File: src/rtl/dmem_port_arbiter.sv
// Two-master arbiter for a single-clock data-memory RAM: fixed priority with m1 starvation override,
// or round-robin when DMEM_ARB_RR_EN is defined. Byte-to-word translation, range check, tagged read response.
module dmem_port_arbiter #(
  parameter int ADDR_W     = 9,
  parameter int DATA_W     = 32,
  parameter int STARVE_MAX = 8
) (
  input  logic              clk,
  input  logic              rst_n,
  input  logic              m0_req,
  input  logic              m0_we,
  input  logic [31:0]       m0_addr,
  input  logic [DATA_W-1:0] m0_wdata,
  output logic              m0_gnt,
  output logic              m0_rvalid,
  output logic              m0_err,
  input  logic              m1_req,
  input  logic              m1_we,
  input  logic [31:0]       m1_addr,
  input  logic [DATA_W-1:0] m1_wdata,
  output logic              m1_gnt,
  output logic              m1_rvalid,
  output logic              m1_err,
  output logic [DATA_W-1:0] rdata,
  output logic              mem_w_en,
  output logic [ADDR_W-1:0] mem_w_addr,
  output logic [DATA_W-1:0] mem_w_data,
  output logic              mem_r_en,
  output logic [ADDR_W-1:0] mem_r_addr,
  input  logic [DATA_W-1:0] mem_r_data
);

  logic              w_m0_oor, w_m1_oor;
  logic [ADDR_W-1:0] w_m0_word, w_m1_word;
  logic              w_m1_prio;
  logic              w_m0_gnt, w_m1_gnt, w_any;
  logic              w_we, w_oor;
  logic [ADDR_W-1:0] w_word;
  logic [DATA_W-1:0] w_wdata;
  logic              w_unused;

  logic              r_m0_rvalid, r_m1_rvalid;
  logic              r_m0_err, r_m1_err;
  logic              r_rd_oor;

  assign w_m0_oor  = |m0_addr[31:ADDR_W+2];
  assign w_m1_oor  = |m1_addr[31:ADDR_W+2];
  assign w_m0_word = m0_addr[ADDR_W+1:2];
  assign w_m1_word = m1_addr[ADDR_W+1:2];
  // Byte offset is irrelevant for word-only accesses.
  assign w_unused  = ^{m0_addr[1:0], m1_addr[1:0]};

`ifdef DMEM_ARB_RR_EN
  // r_rr_ptr names the master that wins the next conflict.
  logic r_rr_ptr;

  always_ff @(posedge clk or negedge rst_n) begin
    if (!rst_n) begin
      r_rr_ptr <= 1'b0;
    end else if (w_any) begin
      r_rr_ptr <= w_m0_gnt;
    end
  end

  assign w_m1_prio = r_rr_ptr;
`else
  localparam int CNT_W = $clog2(STARVE_MAX + 1);
  logic [CNT_W-1:0] r_m1_starve;

  always_ff @(posedge clk or negedge rst_n) begin
    if (!rst_n) begin
      r_m1_starve <= '0;
    end else if (!m1_req || w_m1_gnt) begin
      r_m1_starve <= '0;
    end else if (r_m1_starve != CNT_W'(STARVE_MAX)) begin
      // NOTE: sequential state uses non-blocking assignments so every register samples pre-edge values.
      r_m1_starve <= r_m1_starve + 1'b1;
    end
  end

  assign w_m1_prio = (r_m1_starve == CNT_W'(STARVE_MAX));
`endif

  // Grants are held off while reset is asserted so every output is quiet during reset.
  always_comb begin
    // NOTE: defaults first so no path leaves a combinational output unassigned (no latches).
    w_m0_gnt = 1'b0;
    w_m1_gnt = 1'b0;
    if (rst_n) begin
      if (m0_req && m1_req) begin
        w_m1_gnt = w_m1_prio;
        w_m0_gnt = !w_m1_prio;
      end else begin
        w_m0_gnt = m0_req;
        w_m1_gnt = m1_req;
      end
    end
  end

  assign w_any   = w_m0_gnt | w_m1_gnt;
  assign w_we    = w_m1_gnt ? m1_we     : m0_we;
  assign w_oor   = w_m1_gnt ? w_m1_oor  : w_m0_oor;
  assign w_word  = w_m1_gnt ? w_m1_word : w_m0_word;
  assign w_wdata = w_m1_gnt ? m1_wdata  : m0_wdata;

  assign m0_gnt     = w_m0_gnt;
  assign m1_gnt     = w_m1_gnt;
  assign mem_w_en   = w_any &&  w_we && !w_oor;
  assign mem_r_en   = w_any && !w_we && !w_oor;
  assign mem_w_addr = w_word;
  assign mem_r_addr = w_word;
  assign mem_w_data = w_wdata;

  always_ff @(posedge clk or negedge rst_n) begin
    if (!rst_n) begin
      r_m0_rvalid <= 1'b0;
      r_m1_rvalid <= 1'b0;
      r_m0_err    <= 1'b0;
      r_m1_err    <= 1'b0;
      r_rd_oor    <= 1'b0;
    end else begin
      r_m0_rvalid <= w_m0_gnt && !m0_we;
      r_m1_rvalid <= w_m1_gnt && !m1_we;
      r_m0_err    <= w_m0_gnt && w_m0_oor;
      r_m1_err    <= w_m1_gnt && w_m1_oor;
      r_rd_oor    <= w_any && !w_we && w_oor;
    end
  end

  assign m0_rvalid = r_m0_rvalid;
  assign m1_rvalid = r_m1_rvalid;
  assign m0_err    = r_m0_err;
  assign m1_err    = r_m1_err;
  // Out-of-range reads return zero instead of whatever the RAM last produced.
  assign rdata = ((r_m0_rvalid || r_m1_rvalid) && !r_rd_oor) ? mem_r_data : '0;

endmodule

File: config.mk
export PLATFORM = sky130hd
export DESIGN_NAME = dmem_port_arbiter
export DESIGN_NICKNAME = d
export VERILOG_FILES = /design/src/rtl/dmem_port_arbiter.sv
export SDC_FILE = /design/constraint.sdc
export NUM_CORES = 1
export LEC_CHECK = 0
export ABC_AREA = 1
export BUFFER_PORTS_ARGS = -buffer_cell sky130_fd_sc_hd__buf_2
export CAP_MARGIN = 20
export CORE_AREA = 3 3 98 100
export CTS_CLUSTER_SIZE = 28
export DETAILED_ROUTE_END_ITERATION = 16
export DIE_AREA = 0 0 101 103
export HOLD_SLACK_MARGIN = 0.12
export PLACE_DENSITY = 0.63
export SYNTH_ARGS = -nofsm -noshare
export SYNTH_HDL_FRONTEND = slang
export SYNTH_SLANG_ARGS = --single-unit
export TNS_END_PERCENT = 20
File: constraint.sdc
create_clock -name clk -period 2.25 [get_ports clk]
set_input_delay 0.45 -clock clk [delete_from_list [all_inputs] [get_ports clk]]
set_output_delay 0.45 -clock clk [all_outputs]
set_load 0.03 [all_outputs]
==> impl_metrics.tcl, run 1 <==
set metrics [dict create \
    skew_ns 0.00270 \
    die_y_um 103 \
    required_ns 1.80 \
    dieArea_um2 10400 \
    critical_path_class "reg2out" \
    cp_cell_sequence "inv_1 > ha_4 > nand3_4 > nand2_4 > nand2_8 > clkinv_8 > buf_12 > nand2_1 > nand2_1 > buf_4" \
    area_growth_pct 98.1 \
    clk_latency_ns 0.23 \
    cp-end-kind "output port" \
    core_area_um2 8760 \
    vias_per_cell 3.91 \
    antennaDiodeCount 0 \
    dp.cells 667 \
    drt_first_pass_iters 4 \
    maxCapViolCount 0 \
    grt_pass1_vias 2326 \
    ioPinCount 256 \
    power.density_nw_per_um2 330 \
    ys.warnings.count 0 \
    numCtsBuffers 3 \
    design_area_um2 3110 \
    power.switching_uw 469 \
    seq_power_share 0.171 \
    sw_frac_of_total 0.456 \
    crit_arrival_ns 1.72 \
    num_rows 34 \
    tightest_slew_ns 0.637 \
    drt_wl_total_um 6890 \
    max-vdd-ir-drop_mv 0.178 \
    syn_area_um2 1570 \
    clk_path_buf_depth 2 \
    p_clk_frac 0.182 \
    p_int_uw 558 \
    final_nets 736 \
    dieWidth_um 101 \
    htree_levels 1 \
    status "completed" \
    setup_viol 0 \
    drc 0 \
    drt_iter0_drc 37 \
    worst_setup_path_start_kind "register" \
    route.vias.total 2639 \
    synthesis.nets 494 \
    antenna_found_initial 1 \
    clock_sinks 9 \
    nFillCells 962 \
    gp_congestion 0.742 \
    drive_gt1_frac 0.483 \
    power_leakage_uw 0.00216 \
    min_path_type "in2async" \
    mostFrequentLayoutCells "226 x buf_2, 150 x nand2_1, 71 x nor2_1" \
    crit_family "buffers and inverters" \
    final_common_cell "buf_2" \
    dp_hpwl_um 5790 \
    postCtsHoldBufs 0 \
    instances_no_fill 675 \
    detail_route.wl_per_cell_um 10.2 \
    fin_crit_ns 2.17 \
    drv_slew 0 \
    overflow 0 \
    grt_pass1_wl_um 9670 \
    cts_tree "built" \
    period_share 0.965 \
    synth_seq_area_share 0.143 \
    crit_path_frequent_cell "nand2_1" \
    slew-limit-headroom 0.574 \
    io_buffers 251 \
    syn_area_per_cell_um2 4.82 \
    grtUsageTotal 0.113 \
    critPathMaxFanout 17 \
    yosys.cell_types.count 22 \
    grt_max_degree 42 \
    cts.clk_slew.worst_paths_ns 0.05 \
    clock-root-buffer "clkbuf_8" \
    slowest_stage "dfrtp_1" \
    drtAntennaViolNets 0 \
    place_area_um2 2860 \
    ys_ff_latch 9 \
    max_freq_mhz 461 \
    final_hold_viol_count 0 \
    cp_slowest_stage_delay_ns 0.37 \
    start_util 0.179 \
    critPathBufInv 4 \
    pwr-share-comb 0.646 \
    syn_inst 326 \
]
[layout make-up]
class / count / area [um2] / area share
tap: 108 / 135 / 0.0434
clock buffer: 3 / 41.3 / 0.0133
clock inverter: 1 / 5.00 / 0.00161
sequential: 9 / 225 / 0.0723
timing repair buffer: 258 / 1460 / 0.468
multi-input combinational: 244 / 1040 / 0.334
inverter: 52 / 208 / 0.0667
[routing by layer]
layer / GRT usage / part of all wire / vias to the layer above
met2: 0.221 / 0.54 / 122
met3: 0.0183 / 0.085 / 6
met4: 0.0307 / 0.0094 / 2
met5: 0 / 0.0010 / -
li1: - / - / 1407
met1: 0.125 / 0.36 / 1102
[flip-flops by register name (all words and copies together), names as in the netlist]
signal       cells
r_m1_starve      4
m0_err           1
m0_rvalid        1
m1_err           1
m1_rvalid        1
r_rd_oor         1
[Yosys cell counts (all sizes together)]
master	instances	area [um2]
xnor2	1	8.76
nand3	8	50.1
inv	52	198
nand2	154	591
clkbuf	3	11.3
ha	2	25.0
or2	1	6.26
o21ai	2	10.0
xor2	1	8.76
o21bai	1	7.51
nor2	71	267
buf	18	144
nand3b	1	7.51
nand4	2	12.5
dfrtp	9	225
[logic make-up after synthesis]
logic type | after synthesis | synth area share
AO/OA/AOI/OAI | 3 | 0.0111
XOR/XNOR | 2 | 0.0111
adder cells (fa/ha/maj) | 2 | 0.0159
buffers and inverters | 73 | 0.225
flip-flops | 9 | 0.143
AND/OR/NAND/NOR | 237 | 0.594
[power groups by stage]
stage | Sequential [uW] | Clock (uW) | Combinational [uW]
2_1_floorplan | 184 | 0 | 361
3_3_place_gp | 179 | 0 | 601
3_5_place_dp | 180 | 0 | 607
4_1_cts | 176 | 193 | 657
5_1_grt | 177 | 202 | 722
6_report | 176 | 187 | 664
[stage by stage]
stage               total power (uW)  TNS [ns]  setup slack (ns)   util  hold slack [ns]
global placement                 780         0             0.136  0.326            0.389
finish                          1030         0            0.0799  0.355            0.136
detailed placement               787         0            0.0864  0.326            0.386
floorplan                        545         0             0.176      -            0.154
global route                    1100    -0.101           -0.0161  0.355            0.152
CTS                             1030         0          0.000948  0.351            0.139
[final timing paths]
kind	start	endpoint	slack [ns]	cells after the start
setup reg to reg	r_m1_starve[0]$_DFFE_PN0P_	r_rd_oor$_DFF_PN0_	0.81	10
min in group clk	m0_we	m0_rvalid$_DFF_PN0_	0.39	2
setup / recovery	r_m1_starve[0]$_DFFE_PN0P_	mem_r_addr[2]	0.08	10
max in group asynchronous	rst_n	r_m1_starve[0]$_DFFE_PN0P_	1.97	2
hold reg to reg	r_m1_starve[0]$_DFFE_PN0P_	r_m1_starve[0]$_DFFE_PN0P_	0.58	2
hold / removal	rst_n	m0_rvalid$_DFF_PN0_	0.14	2
[what timing repair did]
| item | CTS | global route |
|---|---|---|
| gates resized for setup | 39 | 11 |
| pin swaps | 0 | 3 |
| gates cloned | 1 | 0 |
| endpoints found under the hold margin | 0 | 0 |
| setup buffers | 3 | 0 |
| setup endpoints to repair | 81 | 34 |
(Power assumes the default switching activity.)
==> run 2: changes to the inputs <==
--- a/constraint.sdc
+++ b/constraint.sdc
@@ -3,2 +3,2 @@
 set_output_delay 0.45 -clock clk [all_outputs]
-set_load 0.03 [all_outputs]
+set_load 0.1 [all_outputs]
==> impl_metrics.tcl, run 2 (synthesis results as in run 1) <==
set metrics [dict create \
    status "completed" \
    crit_arrival_ns 1.77 \
    critPathBufInv 3 \
    dp_hpwl_um 6950 \
    grt_pass1_wl_um 11500 \
    overflow 0 \
    final_nets 741 \
    antennaDiodeCount 0 \
    grt_pass1_vias 2627 \
    num_rows 34 \
    worst_setup_path_start_kind "register" \
    cp_slowest_stage_delay_ns 0.38 \
    period_share 0.986 \
    antenna_found_initial 0 \
    nFillCells 851 \
    drtAntennaViolNets 0 \
    r2r_slack_ns 0.88 \
    final_common_cell "buf_2" \
    drive_gt1_frac 0.615 \
    io_buffers 251 \
    drc 0 \
    timing.rr.start "r_m1_starve[0]$_DFFE_PN0P_" \
    largest_reg_flops 4 \
    slew-limit-headroom 0.665 \
    route.vias.total 2749 \
    cp-end-kind "output port" \
    cts_tree "built" \
    tightest_slew_ns 0.507 \
    vias_per_cell 4.04 \
    crit_family "simple AND/OR/NAND/NOR gates" \
    whs_ns 0.142 \
    place_area_um2 4020 \
    clk_path_buf_depth 2 \
    cts.clk_slew.worst_paths_ns 0.05 \
    gp_congestion 0.851 \
    drv_slew 0 \
    die_y_um 103 \
    mostFrequentLayoutCells "198 x buf_2, 113 x nand2_1, 57 x buf_12" \
    min_path_type "in2async" \
    start_util 0.179 \
    regMostFlops "r_m1_starve" \
    detail_route.wl_per_cell_um 11.9 \
    max_freq_mhz 451 \
    ioPinCount 256 \
    clock_sinks 9 \
    power.density_nw_per_um2 443 \
    timing.rr.end "r_rd_oor$_DFF_PN0_" \
    cp_cell_sequence "inv_2 > ha_4 > nand3_4 > nand2_4 > nand2_8 > buf_4 > nand2_1 > nand2_2 > nor2_4 > buf_12" \
    maxCapViolCount 0 \
    required_ns 1.80 \
    setup_viol 0 \
    grtUsageTotal 0.138 \
    critPathMaxFanout 6 \
    r2r_cells 9 \
    fin_crit_ns 2.22 \
    drt_iter0_drc 54 \
    area_growth_pct 171 \
    rsz0062_at_grt "true" \
    power_leakage_uw 0.00244 \
    final_hold_viol_count 0 \
    drt_wl_total_um 8080 \
    drt_first_pass_iters 4 \
    numCtsBuffers 3 \
    core_area_um2 8760 \
    grt_max_degree 42 \
    critical_path_class "reg2out" \
    htree_levels 1 \
    clock-root-buffer "clkbuf_8" \
    dieWidth_um 101 \
    clk_latency_ns 0.24 \
    design_area_um2 4260 \
    dieArea_um2 10400 \
    skew_ns 0.00253 \
    slowest_stage "dfrtp_1" \
    max-vdd-ir-drop_mv 0.223 \
]
[run 2: cell types whose count changed in the layout (fill, tap and decap cells not counted), sizes merged]
cell / before / now
buf: 257 / 263
clkinv: 2 / 1
[run 2: repair_timing]
| item | CTS | global route |
|---|---|---|
| setup endpoints to repair | 52 | 43 |
| cloned | 2 | 0 |
| hold buffers | 0 | 0 |
| pin swaps | 3 | 6 |
| buffers inserted | 5 | 2 |
| gates resized for setup | 22 | 13 |
[run 2: metal layers]
| layer | up-vias | global-route usage | share of wire |
|---|---|---|---|
| met3 | 7 | 0.0399 | 0.11 |
| met2 | 138 | 0.287 | 0.56 |
| met1 | 1191 | 0.133 | 0.31 |
| met4 | 0 | 0.0297 | 0.011 |
| li1 | 1413 | - | - |
| met5 | - | 0 | 0 |
[run 2: final cells by class]
type                    count  area [um2]  share of cell area
multi-input cells         244        1430               0.335
flip-flops and latches      9         233              0.0546
inverters                  52         208              0.0487
well taps                 108         135              0.0317
repair buffers            263        2210               0.519
clock buffers               4        45.0              0.0106
[run 2: worst max-delay path by stage]
| stage | slack, ns | to | cells past startpoint | from |
|---|---|---|---|---|
| global placement | 0.12 | mem_w_addr[7] | 10 | r_m1_starve[0]$_DFFE_PN0P_ |
| CTS | 0.01 | mem_r_en | 11 | r_m1_starve[1]$_DFFE_PN0P_ |
| floorplan | -0.15 | mem_w_en | 9 | r_m1_starve[0]$_DFFE_PN0P_ |
| finish | 0.03 | mem_w_en | 10 | r_m1_starve[0]$_DFFE_PN0P_ |
| detailed placement | 0.08 | mem_r_addr[7] | 10 | r_m1_starve[0]$_DFFE_PN0P_ |
| global route | -0.04 | mem_w_en | 10 | r_m1_starve[0]$_DFFE_PN0P_ |
[run 2: where the power goes]
part	total [uW]	switching, uW	internal [uW]	leakage [uW]
logic	1520	1020	497	0.00230
registers	177	5.43	171	0.000117
clock network	193	69.0	124	0.0000228
total	1890	1100	792	0.00244
[run 2: through the flow]
step,cells,utilization,power (uW),setup TNS [ns],setup slack [ns]
final,680,0.486,1890,0,0.0306
after global routing,680,0.486,1960,-0.0445,-0.0364
after CTS,679,0.481,1890,0,0.0142
after detailed placement,668,0.458,1660,0,0.0753
after global placement,668,0.458,1640,0,0.125
after floorplan,326,-,1130,-0.669,-0.151
==> run 3: changes to the inputs <==
CTS_BUF_LIST = sky130_fd_sc_hd__clkbuf_4   (was unset)
SKIP_LAST_GASP = 1   (was unset)
==> impl_metrics.tcl, run 3 (synthesis results as in run 1) <==
set metrics [dict create \
    clock-root-buffer "clkbuf_4" \
    drv_slew 0 \
    regMostFlops "r_m1_starve" \
    htree_levels 1 \
    cts_tree "built" \
    area_growth_pct 170 \
    largest_reg_flops 4 \
    num_rows 34 \
    power.density_nw_per_um2 432 \
    cts.clk_slew.worst_paths_ns 0.06 \
    nFillCells 858 \
    antenna_found_initial 0 \
    worst_setup_path_start_kind "register" \
    hold_start "m0_we" \
    vias_per_cell 3.99 \
    grtUsageMet1 0.134 \
    cp_cell_sequence "inv_2 > ha_4 > nand3_4 > nand2_4 > nand2_8 > buf_4 > nand2_1 > nand2_2 > nor2_2 > buf_12" \
    r2r_cells 9 \
    cp_slowest_stage_delay_ns 0.40 \
    worstHoldPathCells 2 \
    power_leakage_uw 0.00245 \
    required_ns 1.80 \
    slowest_stage "dfrtp_1" \
    core_area_um2 8760 \
    ioPinCount 256 \
    cp-end-kind "output port" \
    timing.rr.start "r_m1_starve[0]$_DFFE_PN0P_" \
    grt_use_met3 0.0399 \
    grtUsageTotal 0.138 \
    grt_max_degree 42 \
    gr-max-usage-layer "met2" \
    mostFrequentLayoutCells "198 x buf_2, 118 x nand2_1, 57 x buf_12" \
    clk_path_buf_depth 2 \
    fin_tns_setup_ns -0.0299 \
    max-vdd-ir-drop_mv 0.223 \
    dieArea_um2 10400 \
    grt_pass1_vias 2621 \
    numCtsBuffers 3 \
    antennaDiodeCount 0 \
    multi_input_area_um2 1410 \
    final_common_cell "buf_2" \
    max_freq_mhz 440 \
    slew-limit-headroom 0.665 \
    start_util 0.179 \
    timing.rr.end "r_rd_oor$_DFF_PN0_" \
    critPathBufInv 3 \
    io_buffers 251 \
    seqCellArea_um2 233 \
    violations "setup timing" \
    tightest_slew_ns 0.507 \
    die_y_um 103 \
    critPathMaxFanout 6 \
    drt_iter0_drc 41 \
    clk_latency_ns 0.27 \
    final_nets 743 \
    grt_use_met2 0.284 \
    gp_congestion 0.851 \
    fin_crit_ns 2.27 \
    crit_arrival_ns 1.82 \
    drt_first_pass_iters 4 \
    whs_ns 0.347 \
    fin_ws_ns -0.0213 \
    status "finished with violations" \
    crit_family "simple AND/OR/NAND/NOR gates" \
    drc 0 \
    period_share 1.01 \
    drtAntennaViolNets 0 \
    detail_route.wl_per_cell_um 11.9 \
    grt_pass1_wl_um 11500 \
    min_path_type "in2reg" \
    drt_wl_total_um 8090 \
    maxCapViolCount 0 \
    rsz0062_at_grt "true" \
    r2r_slack_ns 0.90 \
    dp_hpwl_um 6950 \
    drive_gt1_frac 0.608 \
    place_ws_ns 0.0753 \
    dieWidth_um 101 \
    instances_no_fill 682 \
    overflow 0 \
    critical_path_class "reg2out" \
    dp.cells 668 \
    whs_endpoint "m0_rvalid$_DFF_PN0_" \
    skew_ns 0.00385 \
    clock_sinks 9 \
    setup_viol 2 \
    route.vias.total 2723 \
    final_hold_viol_count 0 \
]
-- run 3: cell count changes in the layout (fill, tap and decap cells not counted) --
| cell | before | now |
|---|---|---|
| nand2_1 | 113 | 118 |
| nand2_2 | 29 | 24 |
| clkbuf_4 | 0 | 4 |
| clkbuf_8 | 3 | 0 |
| buf_4 | 7 | 8 |
| clkbuf_1 | 1 | 0 |
| dlygate4sd3_1 | 0 | 1 |
| nor2_2 | 2 | 3 |
| nor2_4 | 32 | 31 |
-- run 3: worst max-delay path by stage --
stage / startpoint / to / slack (ns) / cells past startpoint
6_report: r_m1_starve[0]$_DFFE_PN0P_ / mem_r_en / -0.02 / 10
2_1_floorplan: r_m1_starve[0]$_DFFE_PN0P_ / mem_w_en / -0.15 / 9
3_3_place_gp: r_m1_starve[0]$_DFFE_PN0P_ / mem_w_addr[7] / 0.12 / 10
5_1_grt: r_m1_starve[0]$_DFFE_PN0P_ / mem_r_en / -0.1 / 10
3_5_place_dp: r_m1_starve[0]$_DFFE_PN0P_ / mem_r_addr[7] / 0.08 / 10
4_1_cts: r_m1_starve[1]$_DFFE_PN0P_ / mem_r_en / -0.03 / 11
-- run 3: layout make-up --
type	instances	area share
Tap cell	108	0.0318
Multi-Input combinational cell	244	0.332
Inverter	52	0.0489
Timing Repair Buffer	265	0.525
Sequential cell	9	0.0548
Clock buffer	4	0.00707
-- run 3: per-stage QoR --
step / instance area, um2 / power, uW / util
after floorplan: 1910 / 1130 / -
after global placement: 4020 / 1640 / 0.458
after detailed placement: 4020 / 1660 / 0.458
after CTS: 4210 / 1840 / 0.481
after global routing: 4250 / 1910 / 0.485
final: 4250 / 1840 / 0.485
-- run 3: metal layers --
| metal | share of wire | routed length (um) |
|---|---|---|
| met1 | 0.31 | 2530 |
| met2 | 0.56 | 4560 |
| met3 | 0.11 | 908 |
| met4 | 0.011 | 93 |
| met5 | 0 | 0 |
-- run 3: power breakdown --
part | internal [uW] | switching (uW) | total [uW] | leakage (uW)
logic | 498 | 1020 | 1520 | 0.00231
clock network | 80.7 | 61.7 | 142 | 0.0000184
registers | 171 | 5.86 | 177 | 0.000117
-- run 3: what timing repair did --
item | CTS | global route
cloned | 2 | 0
hold buffers | 1 | 0
pin swaps | 3 | 6
hold endpoints to repair | 9 | 0
resized for setup | 22 | 7
setup endpoints to repair | 53 | 52
setup buffers | 5 | 3
